**src/rtl/uart_mem_arbiter.sv**
```systemverilog
// Round-robin arbiter sharing one UART byte link between the PicoRV instruction and data ports.
// Each grant sends one command packet, collects the host response and completes that port's handshake.
module uart_mem_arbiter #(
    parameter int unsigned TimeoutCycles = 1200000
) (
    input  logic        clk_i,
    input  logic        reset_ni,
    input  logic        i_valid_i,
    input  logic [31:0] i_addr_i,
    output logic        i_ready_o,
    output logic [31:0] i_rdata_o,
    input  logic        d_valid_i,
    input  logic [31:0] d_addr_i,
    input  logic [31:0] d_wdata_i,
    input  logic [3:0]  d_wstrb_i,
    output logic        d_ready_o,
    output logic [31:0] d_rdata_o,
    output logic        err_o,
    output logic [7:0]  tx_data_o,
    output logic        tx_valid_o,
    input  logic        tx_ready_i,
    input  logic [7:0]  rx_data_i,
    input  logic        rx_valid_i,
    output logic        busy_o,
    output logic        rx_drop_o
);
    // state | meaning
    // IDLE  | no transaction; arbitrate pending requests
    // SEND  | stream command packet to the transmitter
    // RECV  | collect response bytes, run the inter-byte timeout
    // DONE  | one-cycle completion pulse to the granted port
    localparam logic [1:0] ST_IDLE = 2'd0;
    localparam logic [1:0] ST_SEND = 2'd1;
    localparam logic [1:0] ST_RECV = 2'd2;
    localparam logic [1:0] ST_DONE = 2'd3;

    localparam logic PORT_I = 1'b0;
    localparam logic PORT_D = 1'b1;

    localparam bit          TOUT_EN   = (TimeoutCycles != 0);
    localparam logic [31:0] TOUT_LAST = 32'(TimeoutCycles - 1);

    logic [1:0]  state_q, state_d;
    logic        last_grant_q, last_grant_d;
    logic        grant_q, grant_d;
    logic [31:0] addr_q, addr_d;
    logic [31:0] wdata_q, wdata_d;
    logic [3:0]  wstrb_q, wstrb_d;
    logic        write_q, write_d;
    logic [3:0]  idx_q, idx_d;
    logic [1:0]  rx_cnt_q, rx_cnt_d;
    logic [31:0] rx_buf_q, rx_buf_d;
    logic [31:0] tout_q, tout_d;
    logic        err_q, err_d;
    logic [31:0] i_rdata_q, i_rdata_d;
    logic [31:0] d_rdata_q, d_rdata_d;
    logic        rx_drop_q, rx_drop_d;

    logic        win;
    logic [3:0]  last_idx;
    logic [31:0] rx_word;
    logic [7:0]  tx_byte;

    assign last_idx = write_q ? 4'd8 : 4'd4;
    // response bytes arrive little-endian, so shift each new byte in from the top
    assign rx_word  = {rx_data_i, rx_buf_q[31:8]};

    always_comb begin
        state_d      = state_q;
        last_grant_d = last_grant_q;
        grant_d      = grant_q;
        addr_d       = addr_q;
        wdata_d      = wdata_q;
        wstrb_d      = wstrb_q;
        write_d      = write_q;
        idx_d        = idx_q;
        rx_cnt_d     = rx_cnt_q;
        rx_buf_d     = rx_buf_q;
        tout_d       = tout_q;
        err_d        = err_q;
        i_rdata_d    = i_rdata_q;
        d_rdata_d    = d_rdata_q;
        rx_drop_d    = rx_valid_i && (state_q != ST_RECV);
        win          = PORT_I;

        case (state_q)
            ST_IDLE: begin
                if (i_valid_i || d_valid_i) begin
                    if (i_valid_i && d_valid_i) win = (last_grant_q == PORT_D) ? PORT_I : PORT_D;
                    else                        win = d_valid_i ? PORT_D : PORT_I;
                    grant_d      = win;
                    last_grant_d = win;
                    addr_d       = win ? d_addr_i : i_addr_i;
                    wdata_d      = win ? d_wdata_i : 32'h0;
                    wstrb_d      = win ? d_wstrb_i : 4'h0;
                    write_d      = win && (d_wstrb_i != 4'h0);
                    idx_d        = 4'd0;
                    err_d        = 1'b0;
                    state_d      = ST_SEND;
                end
            end
            ST_SEND: begin
                if (tx_ready_i) begin
                    if (idx_q == last_idx) begin
                        state_d  = ST_RECV;
                        rx_cnt_d = 2'd0;
                        tout_d   = 32'd0;
                    end else begin
                        idx_d = idx_q + 4'd1;
                    end
                end
            end
            ST_RECV: begin
                if (rx_valid_i) begin
                    rx_buf_d = rx_word;
                    rx_cnt_d = rx_cnt_q + 2'd1;
                    tout_d   = 32'd0;
                    if (write_q || rx_cnt_q == 2'd3) begin
                        state_d = ST_DONE;
                        err_d   = 1'b0;
                        if (grant_q == PORT_D) d_rdata_d = write_q ? 32'h0 : rx_word;
                        else                   i_rdata_d = rx_word;
                    end
                end else if (TOUT_EN && tout_q == TOUT_LAST) begin
                    state_d = ST_DONE;
                    err_d   = 1'b1;
                    if (grant_q == PORT_D) d_rdata_d = 32'h0;
                    else                   i_rdata_d = 32'h0;
                end else begin
                    tout_d = tout_q + 32'd1;
                end
            end
            ST_DONE: state_d = ST_IDLE;
            default: state_d = ST_IDLE;
        endcase
    end

    always_ff @(posedge clk_i or negedge reset_ni) begin
        if (!reset_ni) begin
            state_q      <= ST_IDLE;
            last_grant_q <= PORT_D;
            grant_q      <= PORT_I;
            addr_q       <= 32'h0;
            wdata_q      <= 32'h0;
            wstrb_q      <= 4'h0;
            write_q      <= 1'b0;
            idx_q        <= 4'd0;
            rx_cnt_q     <= 2'd0;
            rx_buf_q     <= 32'h0;
            tout_q       <= 32'd0;
            err_q        <= 1'b0;
            i_rdata_q    <= 32'h0;
            d_rdata_q    <= 32'h0;
            rx_drop_q    <= 1'b0;
        end else begin
            state_q      <= state_d;
            last_grant_q <= last_grant_d;
            grant_q      <= grant_d;
            addr_q       <= addr_d;
            wdata_q      <= wdata_d;
            wstrb_q      <= wstrb_d;
            write_q      <= write_d;
            idx_q        <= idx_d;
            rx_cnt_q     <= rx_cnt_d;
            rx_buf_q     <= rx_buf_d;
            tout_q       <= tout_d;
            err_q        <= err_d;
            i_rdata_q    <= i_rdata_d;
            d_rdata_q    <= d_rdata_d;
            rx_drop_q    <= rx_drop_d;
        end
    end

    always_comb begin
        tx_byte = 8'h00;
        case (idx_q)
            4'd0: tx_byte = {write_q, 3'b000, wstrb_q};
            4'd1: tx_byte = addr_q[7:0];
            4'd2: tx_byte = addr_q[15:8];
            4'd3: tx_byte = addr_q[23:16];
            4'd4: tx_byte = addr_q[31:24];
            4'd5: tx_byte = wdata_q[7:0];
            4'd6: tx_byte = wdata_q[15:8];
            4'd7: tx_byte = wdata_q[23:16];
            4'd8: tx_byte = wdata_q[31:24];
            default: tx_byte = 8'h00;
        endcase
    end

    // decoded straight from state_q so an async reset drops tx_valid_o at once
    assign tx_valid_o = (state_q == ST_SEND);
    assign tx_data_o  = tx_valid_o ? tx_byte : 8'h00;
    assign busy_o     = (state_q != ST_IDLE);
    assign i_ready_o  = (state_q == ST_DONE) && (grant_q == PORT_I);
    assign d_ready_o  = (state_q == ST_DONE) && (grant_q == PORT_D);
    assign err_o      = (state_q == ST_DONE) && err_q;
    assign i_rdata_o  = i_rdata_q;
    assign d_rdata_o  = d_rdata_q;
    assign rx_drop_o  = rx_drop_q;
endmodule

```
**config.mk**
```make
export PLATFORM = sky130hd
export DESIGN_NAME = uart_mem_arbiter
export DESIGN_NICKNAME = d
export VERILOG_FILES = /design/src/rtl/uart_mem_arbiter.sv
export SDC_FILE = /design/constraint.sdc
export NUM_CORES = 1
export LEC_CHECK = 0
export CORE_MARGIN = 5
export CORE_UTILIZATION = 48
export CTS_BUF_LIST = sky130_fd_sc_hd__clkbuf_2
export CTS_CLUSTER_DIAMETER = 40
export DETAILED_ROUTE_END_ITERATION = 7
export PLACE_DENSITY = 0.79
export REMOVE_ABC_BUFFERS = 1
export SYNTH_ARGS = -nofsm -noshare
export SYNTH_HDL_FRONTEND = slang
export SYNTH_SLANG_ARGS = --single-unit
```
**constraint.sdc**
```tcl
create_clock -name clk_i -period 2.1 [get_ports clk_i]
set_clock_uncertainty 0.05 [all_clocks]
set_input_delay 0.42 -clock clk_i [delete_from_list [all_inputs] [get_ports clk_i]]
set_output_delay 0.42 -clock clk_i [all_outputs]
set_load 0.005 [all_outputs]
```
Word-level counts from Yosys, hierarchy flattened --
Cells that the tools add are included.
Storage, ports and cells: bits in registers 209, word-level logic and storage cells 115, output and inout port bits 78, bits of input ports 114
Cells by class: reduce and logical (&&, ||, !) cells 25, $add $sub $neg 3, mux-type cells 47, bitwise logic cells 1, eq/ne operators 24
Operators with widths (number):
- 2-to-1 mux 32 bit | 17
- case mux 8 bit (9 select lines) | 1
- case mux 32 bit (2 select lines) | 1
- adder 32 x 1 -> 32 bit, second input constant | 1
- == test 32 x 21 -> 1 bit, second input constant | 1
- AND reduction 4 bit | 6
- 2-to-1 mux 4 bit | 5
- 2-to-1 mux 2 bit | 9
- == test 4 x 3 -> 1 bit, second input constant | 4
- nonzero test 2 bit | 5
- 2-to-1 mux 1 bit | 9
- inequality test 3 bit, second input constant | 3
- == test 4 x 2 -> 1 bit, second input constant | 2
- 2-to-1 mux 8 bit | 1
- inequality test 2 bit, second input constant | 4
- case mux 2 bit (4 select lines) | 1
- case mux 4 bit (2 select lines) | 1
- == test 2 bit, second input constant | 3
- logical AND 1 bit | 6
- inequality test 2 x 1 -> 1 bit, second input constant | 3
- AND reduction 5 bit | 1
- adder 4 x 1 -> 4 bit, second input constant | 1
- == test 4 x 1 -> 1 bit, second input constant | 1
- == test 4 bit | 1
- 11 further kinds | 13

Longest topological paths before layout --
Gate-level depths: netlist (run 1).
depth in word-level cells 5, depth in mapped cells 10

Least setup slack after synthesis (run 1) --
No wires, ideal clock.
kind register to output, start point reg idx_q[0], end point out tx_data_o[0], data required time 1.630 ns, arrival 1.675 ns, buffers on the path 2, stages on the path, launching flop included 7, path slack -0.045 ns, path through dfrtp_1 inv_1 ha_1 clkbuf_1 clkbuf_1 a222oi_1 a311oi_1
On the way: word-level cells in the longest chain between the ends 3, elaborated cells between the ends (all ways) 11
RTL lines:
- start, declared | RTL line 50 | logic [3:0] idx_q, idx_d;
- start signal, assigned | RTL line 163 | idx_q <= idx_d;
- == test 4 bit (tied with other cells) | RTL line 176 | case (idx_q)
- case mux 8 bit (9 select lines) * | RTL line 176
- 2-to-1 mux 8 bit * | RTL line 192 | assign tx_data_o = tx_valid_o ? tx_byte : 8'h00;
- end, declared | RTL line 19 | output logic [7:0] tx_data_o,
Mark *: on every way between the ends. The rest lies on a longest branch, timed or not.

Final worst setup path (run 1) --
start point reg idx_q[0], end point out tx_data_o[7]
Same word-level chain as after synthesis.

==> run metrics, run 1 <==
CP max stage delay=0.48 ns; largest family of logic cells by synthesized area=compound AO/OA/AOI/OAI gates; P&R area growth vs syn=48.7%; Max transition margin=65.4%; #FFs+latches synth=201; R2R Setup Slk=-0.30 ns; initial antenna violation count=0; failing checks=negative setup slack; largest net degree at the start of global routing=73; nets@finish=around 1300; library cells used by synthesis=69; hpwl dp=17.9 mm; DRT Wirelength=between 20 and 30 mm; Critical Path, Cell by Cell=inv_4 > ha_4 > buf_6 > a222oi_1 > a21oi_1 > a31oi_1 > a311oi_2 > buf_2; # IOs=192; Die Span Y=around 150 µm; Synth Flop Type=dfrtp_1; Port Buffers=191; core area=18800 µm²; Syn Area/Cell=approximately 12 µm²; multi-input logic area=4460 µm²; Die W=149 µm; Slew Viols, Final=0; Gate Count Post-Synth=789; fillers=1179; Post-synth EDFFs=0; Storage cell area=a little over 5000 µm²; ANT nets after route=0; Synth warnings=0; site row count=50; Remaining DRCs=0; via count=8416; fin crit share=146%; MaxCap Viol Count=0; outcome=finished, violations left; Synth Area in Simple Gates=11.3%; Fmax=327 MHz; clock buffer depth=3; gpl congestion=0.890; xor/xnor share of the synthesized area=0.380%; wire length per cell=20.4 µm; vias in the first global route=about 8400; worst skew pair latency=0.84 ns; Worst path slowest cell=dfrtp_2; layout cell share with drive strength beyond 1=33.6%; # clock sinks=approximately 200; Inserted Diodes=0; DR iter-0 viols=660; Post-Place Worst Slack=-0.484 ns; power per cell area=1160 nW/µm²; Worst-Margin Slew=0.513 ns; Peak VDD IR=0.587 mV; CTS tree=built; CP Data Arrival Time=between 2 and 3 ns; Via density=5.87; Setup WS post-layout=-0.959 ns; R2R cell count=10; die area=22100 µm²; synthesized area=9210 µm²; Final Hold Fails=0; WS Path Type=reg2out; Synth Area in Adders=around 1.4%; grt ovf=0; Lkg Pwr=~6.5 nW; Worst R2R End=tout_q[9]; type of origin of the critical path=flip-flop; Fin Setup TNS=-14.83 ns; sequential fraction of the synthesis area=54.6%; CP max FO=7; H-tree levels=2; reg2reg start=idx_q[0]; Overall Global Routing Usage=between 20% and 30%; initial core utilization=48.9%; post-synthesis mux area share=between 7 and 8%; element type at the critical path end=output port; Worst-path clk slew=0.11 ns; Worst EP required=1.63 ns; RSZ-0062 raised after global routing=yes; crit path time final=a little over 3 ns; Final setup viols=70; Root Driver=clkbuf_2; hold crit path type=in2async; Synth Area in Compound Gates=21.1%; first-pass GRT wire length=~43 mm; async set-reset flop share out of synthesis=100%; total power=15.9 mW; clock buffer count from CTS=50; iteration count of the initial detailed-routing pass=6
-- registers in the layout, summed over array words and instances (netlist names) --
register	flops
rx_buf_q	24
rx_cnt_q	2
i_rdata_o	32
rx_drop_o	1
wdata_q	32
idx_q	4
tout_q	32
err_q	1
d_rdata_o	32
addr_q	32
last_grant_q	1
state_q	2
write_q	1
grant_q	1
wstrb_q	4
-- layer usage --
layer / up-vias / part of all wire (%) / track usage, %
met1: 4123 / 38 / 30.0
li1: 3721 / - / -
met3: 101 / 7.9 / 6.09
met5: - / 0 / 0
met4: 0 / 4.1 / 8.78
met2: 471 / 50 / 40.2
-- where the power goes --
part / internal (mW) / switching, mW
Clock: 0.928 / 1.62
Sequential: 5.12 / 1.02
Combinational: 3.84 / 3.40
-- logic make-up (layout without fill, tap and decap cells) --
group           count (synthesis)  in the layout
simple gates                  180            180
xor+xnor                        4              4
mux                            64             64
buf+inv                        66            450
flops                         201            201
compound gates                264            265
fa+ha+maj                      10             10
-- metrics by stage --
| step | cell area (µm²) | instances | hold WS [ns] | utilization, % |
|---|---|---|---|---|
| floorplan | 8890 | 733 | 0.0744 | - |
| global placement | 12100 | 1290 | 0.358 | 64.5 |
| detailed placement | 12100 | 1290 | 0.357 | 64.5 |
| CTS | 13000 | 1410 | 0.0280 | 69.2 |
| global route | 13700 | 1434 | 0.00846 | 72.7 |
| finish | 13700 | 1434 | 0.0429 | 72.7 |
-- synth_stat cells, types with 9 or more instances --
cell type,count,share of area (%)
a21oi_1,24,1.3
nand4_1,9,0.61
clkbuf_1,32,1.3
ha_1,10,1.4
inv_1,10,0.41
o21ai_0,70,3.8
nand3_1,14,0.76
mux2_2,31,3.8
o31ai_1,9,0.73
mux2i_1,33,3.6
a222oi_1,9,0.98
nor2_1,20,0.82
a31oi_1,10,0.68
nor3_1,11,0.60
or3_1,10,0.68
dfrtp_1,200,54
a22o_1,102,9.7
nand2_1,65,2.6
-- critical path: cells and delay by family (launching register included) --
kind / cells / cell delay (ns)
compound gates: 4 / 0.75
fa+ha+maj: 1 / 0.18
buf+inv: 3 / 0.37
flops: 1 / 0.48
-- repair_timing --
item | 4_1_cts | 5_1_grt
buffers inserted | 33 | 24
hold buffers | 1 | 0
pin swaps | 37 | 69
hold endpoints to repair | 201 | 0
resized for setup | 203 | 109
cloned | 1 | 5
setup endpoints to repair | 177 | 116
-- how the worst max path moves through the flow --
stage	startpoint	endpoint	slack, ns	depth (start not counted)
after floorplan	d_valid_i	write_q	-3.13	4
after global placement	idx_q[0]	tx_data_o[2]	-0.42	8
after detailed placement	idx_q[0]	tx_data_o[7]	-0.48	8
after CTS	idx_q[0]	tx_data_o[7]	-0.94	8
after global routing	idx_q[0]	tx_data_o[1]	-1.10	9
final	idx_q[0]	tx_data_o[7]	-0.96	8
-- cell type report --
cell class	instances	share of cell area [%]
Multi-Input combinational cell	523	32.5
Clock buffer	73	2.67
Timing Repair Buffer	354	24.9
Clock inverter	13	0.420
Sequential cell	201	36.8
Inverter	10	0.347
Tap cell	260	2.38
-- placed cells by master (no fill, tap or decap), drive strengths merged, types with 7 or more instances in the layout --
| cell | instances |
|---|---|
| dfrtp | 200 |
| and2 | 7 |
| inv | 11 |
| nor3 | 12 |
| clkdlybuf4s50 | 112 |
| buf | 173 |
| or3 | 10 |
| and3 | 9 |
| mux2i | 33 |
| nand3 | 15 |
| nand4 | 13 |
| nor2 | 20 |
| a22o | 104 |
| a31oi | 10 |
| dlygate4sd2 | 65 |
| a222oi | 9 |
| o21ai | 72 |
| nand2 | 65 |
| nor4 | 8 |
| ha | 10 |
| clkbuf | 76 |
| a21oi | 24 |
| clkinv | 11 |
| o31ai | 9 |
| mux2 | 31 |
(Power assumes the default switching activity.)
==> run 2, diff against run 1 <==
- GPL_TIMING_DRIVEN: default -> 0
==> run 2 against run 1 <==
The flow still finishes with violations (negative setup slack); routed wire length is 4.7% lower; first-iteration DRC count rose by 26%; register-to-register slack lost 0.28 ns; combinational power shrank 11%; critical path type unchanged; largest cell class unchanged; largest power group unchanged.
==> run metrics, run 2 (same netlist as run 1, synthesis figures left out) <==
Remaining DRCs=0; nets@finish=approximately 1200; CP Data Arrival Time=2.57 ns; P&R area growth vs syn=40.4%; Overall Global Routing Usage=a little under a quarter; RSZ-0062 raised after global routing=yes; initial antenna violation count=1; WS Path Type=reg2out; hpwl dp=15.8 mm; crit path time final=3.04 ns; Port Buffers=191; # IOs=about 190; MaxCap Viol Count=0; hold crit path type=in2reg; hold path depth=2; type of origin of the critical path=flip-flop; Worst R2R End=tout_q[8]; total power=15.1 mW; Slew Viols, Final=0; ANT nets after route=0; largest net degree at the start of global routing=between 100 and 150; DRT Wirelength=approximately 28 mm; Non-Filler Instances=1368; Via density=around 6; element type at the critical path end=output port; worst skew pair latency=0.81 ns; Die Span Y=149 µm; H-tree levels=2; power per cell area=1170 nW/µm²; gpl congestion=0.836; Setup WS post-layout=-0.940 ns; fin crit share=145%; commonest non-fill, non-tap cell in the layout=dfrtp_1; post-route design area=roughly 13000 µm²; Root Driver=clkbuf_2; core area=approximately 19000 µm²; Worst-path clk slew=0.12 ns; wire length per cell=20.4 µm; Worst EP required=1.63 ns; multi-input logic area=4360 µm²; Fmax=329 MHz; Max transition margin=19.9%; Hold WS=0.152 ns; Peak VDD IR=roughly 0.56 mV; grt ovf=0; via count=8095; Worst-Margin Slew=1.20 ns; reg2reg start=idx_q[0]; Final Hold Fails=0; first-pass GRT wire length=roughly 43 mm; Die W=149 µm; utilization after layout=68.7%; layout cell share with drive strength beyond 1=26.7%; CTS tree=built; R2R cell count=9; vias in the first global route=8175; iteration count of the initial detailed-routing pass=5; DR iter-0 viols=approximately 830; placed insts=1193; clock buffer depth=3; site row count=50; die area=22100 µm²; R2R Setup Slk=-0.58 ns; DP Area=around 11000 µm²; failing checks=negative setup slack; clock buffer count from CTS=51; initial core utilization=48.9%; Final setup viols=113; hold_sp=d_wdata_i[29]; outcome=finished, violations left; fillers=1336; Storage cell area=about 5000 µm²; CP max FO=4; most frequent cells in the layout=188 x dfrtp_1, 111 x clkdlybuf4s50_1, 102 x a22o_1, 71 x clkbuf_2, 67 x o21ai_0; # clock sinks=201; Hold Path End=wdata_q[29]; Lkg Pwr=around 6 nW
==> run 2: cell types whose count changed in the layout (fill, tap and decap cells not counted), moves of 7 or more <==
cell,before,now
buf_4,103,55
buf_6,44,19
dfrtp_1,197,188
dfrtp_2,3,11
o21ai_0,51,67
o21ai_1,12,3
o21ai_2,8,1
==> run 2: area by class of cell <==
class | count | area share (%)
clock inverters | 18 | 0.571
repair buffers | 277 | 20.9
inverters | 10 | 0.387
multi-input cells | 530 | 33.8
flip-flops and latches | 201 | 39.1
clock buffers | 71 | 2.75
diodes | 1 | 0.0194
well taps | 260 | 2.52
==> run 2: power by group <==
group	switching (mW)	internal [mW]	leakage [nW]
Combinational	3.11	3.30	3.08
Clock	1.62	0.911	0.326
Sequential	1.01	5.12	2.62
Total	5.74	9.33	6.03
==> run 2: critical path, stage by stage (launching register included) <==
cell and delay [ns]:
dfrtp_2 0.50, ha_4 0.21, buf_6 0.13, nor3_2 0.15
nor2_1 0.06, o211ai_1 0.23, buf_4 0.18, buf_6 0.11
a311oi_1 0.04, buf_2 0.15
==> run 2: worst max-delay path by stage <==
| stage | start | endpoint | slack, ns | cells past startpoint |
|---|---|---|---|---|
| 2_1_floorplan | d_valid_i | write_q | -3.13 | 4 |
| 3_3_place_gp | reset_ni | addr_q[4] | -7.70 | 1 |
| 3_5_place_dp | rx_valid_i | d_rdata_o[17] | -1.56 | 6 |
| 4_1_cts | idx_q[0] | tx_data_o[1] | -0.95 | 9 |
| 5_1_grt | idx_q[0] | tx_data_o[7] | -1.08 | 7 |
| 6_report | idx_q[1] | tx_data_o[2] | -0.94 | 9 |
==> run 2: what timing repair did <==
item,CTS,global route
hold buffers,1,0
gates resized for setup,207,32
endpoints found under the setup margin,206,154
pin swaps,38,69
hold endpoints to repair,90,0
cloned,7,3
setup buffers,64,12
==> run 2: metrics by stage <==
stage                     TNS (ns)  setup WS, ns
after global routing        -34.20         -1.08
final                       -25.97        -0.940
after CTS                   -14.25        -0.947
after floorplan            -299.99         -3.13
after detailed placement   -170.84         -1.56
after global placement    -2168.49         -7.70
==> run 2: routing by layer <==
layer | global-route usage [%] | routed length [µm]
met5 | 0 | 0
met4 | 8.87 | 907
met3 | 6.12 | 2350
met2 | 39.3 | 13800
met1 | 30.7 | 10800
==> run 3, diff against run 2 <==
- CTS_CLUSTER_DIAMETER: 40 -> 50
- TNS_END_PERCENT: default -> 5
==> run 3 against run 2 <==
The flow still finishes with violations (negative setup slack); routed wire length shrank 13%; clock power fell by 2%; sequential cell count stayed put.
==> run metrics, run 3 (same netlist as run 1, synthesis figures left out) <==
CP max stage delay=0.49 ns; CP max FO=4; initial core utilization=48.9%; DP Area=around 11000 µm²; Lkg Pwr=5.70 nW; multi-input logic area=4170 µm²; total power=14.0 mW; Worst EP required=1.63 ns; MaxCap Viol Count=0; RSZ-0062 raised after global routing=yes; gpl congestion=0.836; DRT Wirelength=between 20 and 25 mm; power per cell area=1150 nW/µm²; fillers=between 1000 and 1500; element type at the critical path end=output port; Final Hold Fails=0; Top Usage Layer GRT=met2; failing checks=negative setup slack; CP top delay family=compound AO/OA/AOI/OAI gates; first-pass GRT wire length=about 39 mm; Non-Filler Instances=about 1300; post-route design area=12200 µm²; Peak VDD IR=0.580 mV; Max transition margin=35.2%; Fmax=roughly 330 MHz; hpwl dp=approximately 16 mm; P&R area growth vs syn=32.4%; layout cell share with drive strength beyond 1=21.1%; clock buffer count from CTS=between 50 and 60; Remaining DRCs=0; hold crit path type=in2async; met3 usage=6.37%; type of origin of the critical path=flip-flop; Critical Path, Cell by Cell=buf_12 > ha_4 > a222oi_1 > a21oi_1 > a31oi_1 > a311oi_2 > buf_2; Root Driver=clkbuf_2; core area=18800 µm²; # IOs=between 150 and 200; largest net degree at the start of global routing=112; Slew Viols, Final=0; Via density=between 5 and 6; via count=7454; wire length per cell=between 15 and 20 µm; Buf+Inv Stages, Crit Path=2; clock buffer depth=3; M2 GR Usage=34.9%; initial antenna violation count=0; die area=22100 µm²; most frequent cells in the layout=195 x dfrtp_1, 112 x clkdlybuf4s50_1, 102 x a22o_1, 71 x clkbuf_2, 66 x dlygate4sd2_1; iteration count of the initial detailed-routing pass=5; Storage cell area=5040 µm²; Worst path slowest cell=dfrtp_2; fin crit share=144%; ANT nets after route=0; commonest non-fill, non-tap cell in the layout=dfrtp_1; Final setup viols=113; grt ovf=0; nets@finish=approximately 1100; vias in the first global route=around 7600; Setup WS post-layout=-0.914 ns; placed insts=1193; Die Span Y=149 µm; Worst-path clk slew=between 0.1 and 0.15 ns; Inserted Diodes=0; CTS tree=built; Post-Place Worst Slack=-1.56 ns; DR iter-0 viols=531; Port Buffers=191; met1 GRT Util=28.4%; # clock sinks=201; Worst-Margin Slew=0.968 ns; CP Data Arrival Time=2.54 ns; WS Path Type=reg2out; site row count=50; worst skew pair latency=0.79 ns; outcome=finished, violations left; Overall Global Routing Usage=21.8%; crit path time final=3.01 ns; Die W=149 µm; H-tree levels=2
[run 3: metal layers]
layer,up-vias,wire [µm]
met5,-,0
met1,3652,9980
met2,285,12100
met4,0,501
met3,45,1850
li1,3472,-
[run 3: layout make-up]
type / count / share of cell area, %
Sequential cell: 201 / 41.3
Multi-Input combinational cell: 523 / 34.2
Timing Repair Buffer: 222 / 18.0
Clock buffer: 71 / 2.91
Tap cell: 260 / 2.67
Clock inverter: 18 / 0.605
Inverter: 10 / 0.349
[run 3: repair_timing]
action | CTS | global route
hold endpoints to repair | 90 | 0
pin swaps | 94 | 15
hold buffers | 1 | 0
setup buffers | 20 | 1
resized for setup | 170 | 23
endpoints found under the setup margin | 206 | 154
gates cloned | 1 | 0
[run 3: final timing paths]
| path | startpoint | endpoint | slack [ns] | cells after the start |
|---|---|---|---|---|
| max in group asynchronous | reset_ni | idx_q[2] | 0.79 | 3 |
| worst min register to register | addr_q[30] | addr_q[30] | 0.44 | 2 |
| worst min-delay path | reset_ni | d_rdata_o[26] | 0.16 | 2 |
| min in group clk_i | d_wdata_i[29] | wdata_q[29] | 0.18 | 2 |
| worst max-delay path | idx_q[0] | tx_data_o[7] | -0.91 | 7 |
| worst max register to register | idx_q[0] | tout_q[8] | -0.40 | 8 |
[run 3: worst register-to-register path, delay by kind of cell, from the launching register on]
| family | cells | cell delay [ns] |
|---|---|---|
| AO/OA/AOI/OAI | 2 | 0.60 |
| buffers and inverters | 2 | 0.28 |
| AND/OR/NAND/NOR | 3 | 0.73 |
| adder cells (fa/ha/maj) | 1 | 0.22 |
| flip-flops | 1 | 0.49 |
[run 3: metrics by stage]
step | utilization, % | setup TNS [ns] | hold slack, ns
4_1_cts | 64.2 | -27.76 | 0.122
5_1_grt | 64.8 | -35.67 | 0.146
2_1_floorplan | - | -299.99 | 0.0744
3_5_place_dp | 60.1 | -170.84 | 0.423
6_report | 64.8 | -25.26 | 0.165
3_3_place_gp | 59.1 | -2168.49 | 0.411
[run 3: power breakdown]
group / switching (mW) / internal, mW / total, mW / leakage [nW]
sequential: 0.942 / 5.12 / 6.06 / 2.63
combinational: 2.72 / 2.79 / 5.51 / 2.75
clock: 1.56 / 0.911 / 2.48 / 0.326
